[config.mk]
export PLATFORM = sky130hd
export DESIGN_NAME = gate_pipe_flat
export DESIGN_NICKNAME = d
export VERILOG_FILES = /design/src/rtl/gate_pipe_if.sv /design/src/rtl/gate_pipe.sv /design/src/flat_wrapper.sv
export SDC_FILE = /design/constraint.sdc
export NUM_CORES = 1
export LEC_CHECK = 0
export CAP_MARGIN = 20
export CORE_ASPECT_RATIO = 1.5
export CORE_MARGIN = 8
export CORE_UTILIZATION = 25
export DETAILED_ROUTE_END_ITERATION = 7
export RECOVER_POWER = 100
export SYNTH_ARGS = -nofsm -noshare
export SYNTH_HDL_FRONTEND = slang
export SYNTH_SLANG_ARGS = --single-unit
[constraint.sdc]
create_clock -name clk -period 3.2 [get_ports clk]
set_input_delay 0.64 -clock clk [delete_from_list [all_inputs] [get_ports clk]]
set_output_delay 0.64 -clock clk [all_outputs]
set_load 0.01 [all_outputs]
[src/rtl/gate_pipe_if.sv]
// Operand/result handshake bundle for gate_pipe.
// The y_par signal exists only when GATE_PIPE_PARITY_EN is defined.
interface gate_pipe_if #(
  parameter int WIDTH = 2,
  parameter int DEPTH = 4
);
  localparam int CNT_W = $clog2(DEPTH) + 1;

  logic             in_valid;
  logic             in_ready;
  logic [WIDTH-1:0] a;
  logic [WIDTH-1:0] b;
  logic [1:0]       op;
  logic             out_valid;
  logic             out_ready;
  logic [WIDTH-1:0] y;
  logic [CNT_W-1:0] count;
`ifdef GATE_PIPE_PARITY_EN
  logic             y_par;

  modport master (
    output in_valid, a, b, op, out_ready,
    input  in_ready, out_valid, y, count, y_par
  );
  modport slave (
    input  in_valid, a, b, op, out_ready,
    output in_ready, out_valid, y, count, y_par
  );
`else
  modport master (
    output in_valid, a, b, op, out_ready,
    input  in_ready, out_valid, y, count
  );
  modport slave (
    input  in_valid, a, b, op, out_ready,
    output in_ready, out_valid, y, count
  );
`endif
endinterface

[src/rtl/gate_pipe.sv]
// Bitwise logic unit (AND/OR/XOR/NAND) feeding a show-ahead result FIFO.
// Optional feature: define GATE_PIPE_PARITY_EN to store and present y_par.
module gate_pipe #(
  parameter int WIDTH = 2,
  parameter int DEPTH = 4
) (
  input  logic        clk,
  input  logic        reset,
  gate_pipe_if.slave  bus
);
  localparam int PTR_W = $clog2(DEPTH);
  localparam int CNT_W = PTR_W + 1;

  logic [PTR_W-1:0] wr_ptr_q, wr_ptr_d;
  logic [PTR_W-1:0] rd_ptr_q, rd_ptr_d;
  logic [CNT_W-1:0] count_q, count_d;
  logic [WIDTH-1:0] mem_q [DEPTH];
  logic [WIDTH-1:0] result;
  logic             in_ready;
  logic             out_valid;
  logic             accept;
  logic             pop;

  // Per-bit 4:1 lookup indexed directly by op.
  for (genvar gi = 0; gi < WIDTH; gi++) begin : g_bit
    logic [3:0] lut;
    assign lut = {~(bus.a[gi] & bus.b[gi]), bus.a[gi] ^ bus.b[gi],
                  bus.a[gi] | bus.b[gi], bus.a[gi] & bus.b[gi]};
    assign result[gi] = lut[bus.op];
  end

  assign in_ready  = (count_q < CNT_W'(DEPTH));
  assign out_valid = (count_q != '0);
  assign accept    = bus.in_valid && in_ready;
  assign pop       = out_valid && bus.out_ready;

  always_comb begin
    wr_ptr_d = wr_ptr_q;
    rd_ptr_d = rd_ptr_q;
    count_d  = count_q;
    if (accept) begin
      wr_ptr_d = wr_ptr_q + PTR_W'(1);
    end
    if (pop) begin
      rd_ptr_d = rd_ptr_q + PTR_W'(1);
    end
    case ({accept, pop})
      2'b10:   count_d = count_q + CNT_W'(1);
      2'b01:   count_d = count_q - CNT_W'(1);
      default: count_d = count_q;
    endcase
  end

  always_ff @(posedge clk or posedge reset) begin
    if (reset) begin
      wr_ptr_q <= '0;
      rd_ptr_q <= '0;
      count_q  <= '0;
    end else begin
      wr_ptr_q <= wr_ptr_d;
      rd_ptr_q <= rd_ptr_d;
      count_q  <= count_d;
    end
  end

  // Storage is left unreset; the empty-gated read keeps stale data hidden.
  always_ff @(posedge clk) begin
    if (accept) begin
      mem_q[wr_ptr_q] <= result;
    end
  end

  assign bus.in_ready  = in_ready;
  assign bus.out_valid = out_valid;
  assign bus.count     = count_q;
  assign bus.y         = out_valid ? mem_q[rd_ptr_q] : '0;

`ifdef GATE_PIPE_PARITY_EN
  logic par_mem_q [DEPTH];

  always_ff @(posedge clk) begin
    if (accept) begin
      par_mem_q[wr_ptr_q] <= ^result;
    end
  end

  assign bus.y_par = out_valid & par_mem_q[rd_ptr_q];
`endif
endmodule

[src/flat_wrapper.sv]
// flat-port wrapper written by rule: the top's interface ports become plain ports
module gate_pipe_flat 
#(
  parameter int WIDTH = 2,
  parameter int DEPTH = 4
)
  (clk, reset, bus_in_valid, bus_a, bus_b, bus_op, bus_out_ready, bus_in_ready, bus_out_valid, bus_y, bus_count);
  gate_pipe_if #(.WIDTH(WIDTH), .DEPTH(DEPTH)) bus_i ();
  input  logic clk;
  input  logic reset;
  input wire logic [$bits(bus_i.in_valid)-1:0] bus_in_valid;
  input wire logic [$bits(bus_i.a)-1:0] bus_a;
  input wire logic [$bits(bus_i.b)-1:0] bus_b;
  input wire logic [$bits(bus_i.op)-1:0] bus_op;
  input wire logic [$bits(bus_i.out_ready)-1:0] bus_out_ready;
  output wire logic [$bits(bus_i.in_ready)-1:0] bus_in_ready;
  output wire logic [$bits(bus_i.out_valid)-1:0] bus_out_valid;
  output wire logic [$bits(bus_i.y)-1:0] bus_y;
  output wire logic [$bits(bus_i.count)-1:0] bus_count;
  assign bus_i.in_valid = bus_in_valid;
  assign bus_i.a = bus_a;
  assign bus_i.b = bus_b;
  assign bus_i.op = bus_op;
  assign bus_i.out_ready = bus_out_ready;
  assign bus_in_ready = bus_i.in_ready;
  assign bus_out_valid = bus_i.out_valid;
  assign bus_y = bus_i.y;
  assign bus_count = bus_i.count;
  gate_pipe #(.WIDTH(WIDTH), .DEPTH(DEPTH)) u_core (.clk(clk), .reset(reset), .bus(bus_i));
endmodule
# [After elaboration in Yosys (flattened, before gate mapping)]
# Memories as Yosys holds them, arrays and structs flattened.
# Index checks and enable logic that the tools add are counted.
[word_totals] latchBits=0 mem_bits_rw=8 inputBits=10 output_inout_bits=7 rom_bits=0 register_bits=7 memories=1 wordCells=32
[memory_table] name="u_core.mem_q" words=4 word_bits=2 read_ports=1 rd_clocked_by_memory_dff=0 wr=1 line_no="gate_pipe.sv:17" text="logic [WIDTH-1:0] mem_q [DEPTH];"
[op_classes] div=0 n_mul=0 n_addsub=4 n_eq_ne=2 bitwise_logic=8 mux=8 shift=0 n_reduce_logical=4 magnitude_cmp=2
[ops] op="case mux 3 bit (2 select lines)" count=1
[ops] op="adder 2 x 1 -> 2 bit (second input constant)" count=2
[ops] op="binary-select mux 1 bit (select 2 bit)" count=2
[ops] op="two-way mux 1 bit" count=4
[ops] op="adder 3 x 1 -> 3 bit (second input constant)" count=1
[ops] op="less-than comparator 2 x 3 -> 1 bit (second input constant)" count=1
[ops] op="less-than comparator 3 bit (second input constant)" count=1
[ops] op="nonzero test 3 bit" count=1
[ops] op="subtractor 3 x 1 -> 3 bit (second input constant)" count=1
[ops] op="bitwise AND 1 bit" count=2
[ops] op="== test 2 x 1 -> 1 bit (second input constant)" count=1
[ops] op="== test 2 bit (second input constant)" count=1
[ops] op="logical AND 1 bit" count=2
[ops] op="two-way mux 2 bit" count=1
[ops] op="NOT 1 bit" count=2
[ops] op="OR 1 bit" count=2
[ops] op="nonzero test 2 bit" count=1
[ops] op="XOR 1 bit" count=2

# [Logic depth before layout (Yosys ltp)]
[logic_depth] ltp_word=4 ltp_mapped=9 ltp_nobuf=8

# [Worst setup path before layout]
# No wires, ideal clock.
[synth_path] kind="input to register" start="input port bus_in_valid" end="register u_core.count_q[2] (netlist: u_core.bus.count[2])" n_path_buf=1 t_arrival_ns=1.898 setup_slack_ns=1.222 required_ns=3.120 path_stages=9 setup_time_ns=0.080 path_cell_list="nor2b_1 > clkbuf_1 > inv_1 > ha_1 > inv_1 > fa_1 > xor2_1 > nor2_1 > xnor2_1"
[synth_between] elab_chain_len=3 word_cells_on_any_way=5 cone_classes="eq/ne (2); mux (1); reduce/logical (2)"
[synth_lines] item="from (decl)" line_no="flat_wrapper.sv:11" text="input wire logic [$bits(bus_i.in_valid)-1:0] bus_in_valid;"
[synth_lines] item="logical AND 1 bit (*)" line_no="gate_pipe.sv:34" text="assign accept = bus.in_valid && in_ready;"
[synth_lines] item="== test 2 x 1 -> 1 bit or == test 2 bit (tied branches)" line_no="gate_pipe.sv:47" text="case ({accept, pop})"
[synth_lines] item="case mux 3 bit (2 select lines) or nonzero test 2 bit (tied branches)"
[synth_lines] item="to (signal assigned)" line_no="gate_pipe.sv:62" text="count_q <= count_d;"
[synth_lines] item="to (decl)" line_no="gate_pipe.sv:16" text="logic [CNT_W-1:0] count_q, count_d;"
# Mark *: on every way between the ends. The rest lies on a longest branch, timed or not.
# A chain may end at the register's enable or synchronous reset.

# [Final worst setup path]
[layout_path] start="register u_core.rd_ptr_q[0]" end="output port bus_y[1]"
[layout_between] elab_chain_len=2
[layout_lines] item="from (decl)" line_no="gate_pipe.sv:15" text="logic [PTR_W-1:0] rd_ptr_q, rd_ptr_d;"
[layout_lines] item="from (signal assigned)" line_no="gate_pipe.sv:61" text="rd_ptr_q <= rd_ptr_d;"
[layout_lines] item="memory read (4 x 2 bit)"
[layout_lines] item="two-way mux 2 bit" line_no="gate_pipe.sv:76" text="assign bus.y = out_valid ? mem_q[rd_ptr_q] : '0;"
[layout_lines] item="to (decl)" line_no="flat_wrapper.sv:18" text="output wire logic [$bits(bus_i.y)-1:0] bus_y;"
# No other way between the ends.

==> results.sh <==
export IMPL_tns_ns=0
export IMPL_min_period_ns=2.63
export IMPL_slew_violations=0
export IMPL_p_leak_nw=0.478
export IMPL_outcome="finished clean"
export IMPL_hold_viol=0
export IMPL_tightest_slew_ns=0.490
export IMPL_finalPower_mw=0.838
export IMPL_crit_path_end_kind="output pin"
export IMPL_yosysTopAreaCell="edfxtp_1"
export IMPL_start_util_pct=25.6
export IMPL_skew_ns=0.000648
export IMPL_fin_nets=110
export IMPL_antenna_found_initial=0
export IMPL_drc=0
export IMPL_syn_avg_cell_area_um2=12.3
export IMPL_ctsResizeCount=0
export IMPL_layout_cells_non_filler=131
export IMPL_finalSetupViolCount=0
export IMPL_dieArea_mm2=0.00560
export IMPL_clk_pin_slew_ns=0.06
export IMPL_maxCapViolations=0
export IMPL_finalCritPeriodShare_pct=82.3
export IMPL_clockBufferDepth=2
export IMPL_area_delta_synth_final_pct=29.2
export IMPL_rsz0062_at_grt="no"
export IMPL_hold_buffers=0
export IMPL_critPathMaxStageDelay_ns=0.60
export IMPL_grt_pass1_wl_um=2590
export IMPL_critical_path_max_fanout=4
export IMPL_synth_seq_area_share_pct=48.4
export IMPL_syn_area_um2=858
export IMPL_syn_inst=70
export IMPL_ys_types=22
export IMPL_critPathKind="reg -> out"
export IMPL_min_path_type="reg -> reg"
export IMPL_slew_headroom_pct=67.3
export IMPL_num_fill_cells=331
export IMPL_grt_start_max_net_pins=10
export IMPL_vias=539
export IMPL_design_area_mm2=0.00111
export IMPL_cts_setup_buffers=0
export IMPL_overflow=0
export IMPL_place_gp_congestion=0.696
export IMPL_cts_root_buffer="clkbuf_8"
export IMPL_cp_start_kind="flip-flop"
export IMPL_dpl_cell_area_mm2=0.00107
export IMPL_htree_levels=1
export IMPL_cts_made_buffers=3
export IMPL_path_cells="mux4_1, and2_1, dlygate4sd3_1"
export IMPL_ir_drop_uv=256
export IMPL_die_x_um=63.8
export IMPL_cts_sinks=15
export IMPL_post_dp_hpwl_um=1220
export IMPL_max_freq_mhz=380
export IMPL_rows=26
export IMPL_regArea_um2=415
export IMPL_critPathRequiredTime_ns=2.56
export IMPL_viasPerCell=4.11
export IMPL_drive_gt1_share_pct=5.62
export IMPL_crit_arrival_ns=1.99
export IMPL_slowest_stage="dlygate4sd3_1"
export IMPL_cts_tree="yes"
export IMPL_drtIter0Drc=0
export IMPL_insertedDiodeCount=0
export IMPL_io_pin_count=17
export IMPL_grt_pass1_vias=613
export IMPL_p_per_area_mw_per_mm2=756
export IMPL_coreArea_mm2=0.00335
export IMPL_yosys_warnings=0
export IMPL_grt_util_all_layers_pct=5.92
export IMPL_numPortBuffers=16
export IMPL_dr_pass1_iters=1
export IMPL_netlist_top_cells_area="edfxtp_1, dfrtp_1, ha_1"
export IMPL_ant_nets=0
export IMPL_netlist_area_leader_share_pct=28.0
export IMPL_final_cell_mix="inv_1, dlygate4sd3_1, ha_1"
export IMPL_final_common_cell="inv_1"
export IMPL_synth_seq_cells=15
export IMPL_path_buf_inv=1
export IMPL_clk_latency_ns=0.24
export IMPL_wl_per_cell_um=10.9
export IMPL_cp_top_family="buffers and inverters"
export IMPL_routed_wirelength_um=1430
export IMPL_multi_input_area_um2=385
export IMPL_syn_num_nets=90
export IMPL_post_place_cells=127
export IMPL_die_h_um=87.8
[Yosys cell counts]
library cell	count
fa_1	1
nor2_1	2
and2_4	1
inv_1	13
a21boi_0	1
xnor2_1	4
clkbuf_1	1
xor2_1	2
nand3_1	1
nand2_1	2
o21ai_0	2
dfrtp_1	7
or3_4	1
edfxtp_1	8
mux2i_1	3
ha_1	9
a21oi_1	1
a221oi_1	1
mux4_1	2
and2_1	6
nor2b_1	1
a211oi_1	1
[state kept, by name (all words and copies together) (netlist names)]
register          count
u_core.mem_q          8
u_core.bus.count      3
u_core.rd_ptr_q       2
u_core.wr_ptr_q       2
[logic make-up after synthesis]
| kind of cell | Yosys count | synth area share [%] |
|---|---|---|
| XOR/XNOR | 6 | 6.12 |
| multiplexers | 5 | 9.62 |
| flip-flops | 15 | 48.4 |
| adder cells (fa/ha/maj) | 10 | 15.5 |
| AND/OR/NAND/NOR | 14 | 9.77 |
| buffers and inverters | 14 | 6.12 |
| AO/OA/AOI/OAI | 6 | 4.52 |
[power by group]
group / internal, mW / switching, mW
clock network: 0.0859 / 0.0589
registers: 0.271 / 0.0502
logic: 0.201 / 0.171
total: 0.558 / 0.280
[per-stage QoR]
stage | hold WS [ns] | setup WS [ns] | utilization (%)
floorplan | 0.443 | 1.22 | -
CTS | 0.522 | 0.663 | 33.2
finish | 0.511 | 0.565 | 33.1
detailed placement | 0.512 | 0.728 | 31.9
global route | 0.527 | 0.471 | 33.1
global placement | 0.503 | 0.789 | 31.9
[per-layer routing]
metal / up-vias / part of all wire (%) / wire [um] / GRT usage [%]
li1: 272 / - / - / -
met1: 248 / 39 / 551 / 5.11
met2: 15 / 55 / 777 / 11.2
met3: 4 / 3.4 / 49 / 1.41
met4: 0 / 3.2 / 46 / 4.89
met5: - / 0 / 0 / 0
[worst reg2reg max path, stage by stage, from the launching register on]
cell,delay [ns]
dfrtp_1,0.40
or3_1,0.45
and2_4,0.20
ha_1,0.21
inv_1,0.07
fa_1,0.17
xor2_1,0.16
nor2_1,0.07
xnor2_1,0.12
[worst paths after layout]
kind	endpoint	cells after the start	slack, ns	start
min	u_core.bus.count[0]	1	0.51	u_core.bus.count[0]
min reg2reg	u_core.bus.count[0]	1	0.51	u_core.bus.count[0]
min in group asynchronous	u_core.wr_ptr_q[0]	2	0.77	reset
max	bus_y[1]	3	0.57	u_core.rd_ptr_q[0]
max reg2reg	u_core.bus.count[2]	8	1.24	u_core.bus.count[2]
max in group asynchronous	u_core.rd_ptr_q[1]	2	2.22	reset
[layout make-up]
class,instances,area share (%)
Multi-Input combinational cell,41,34.8
Inverter,13,4.40
Sequential cell,15,37.5
Clock buffer,3,3.72
Timing Repair Buffer,16,14.4
Clock inverter,1,0.451
Tap cell,42,4.74
Note: power is estimated with default switching activity, not from simulation.
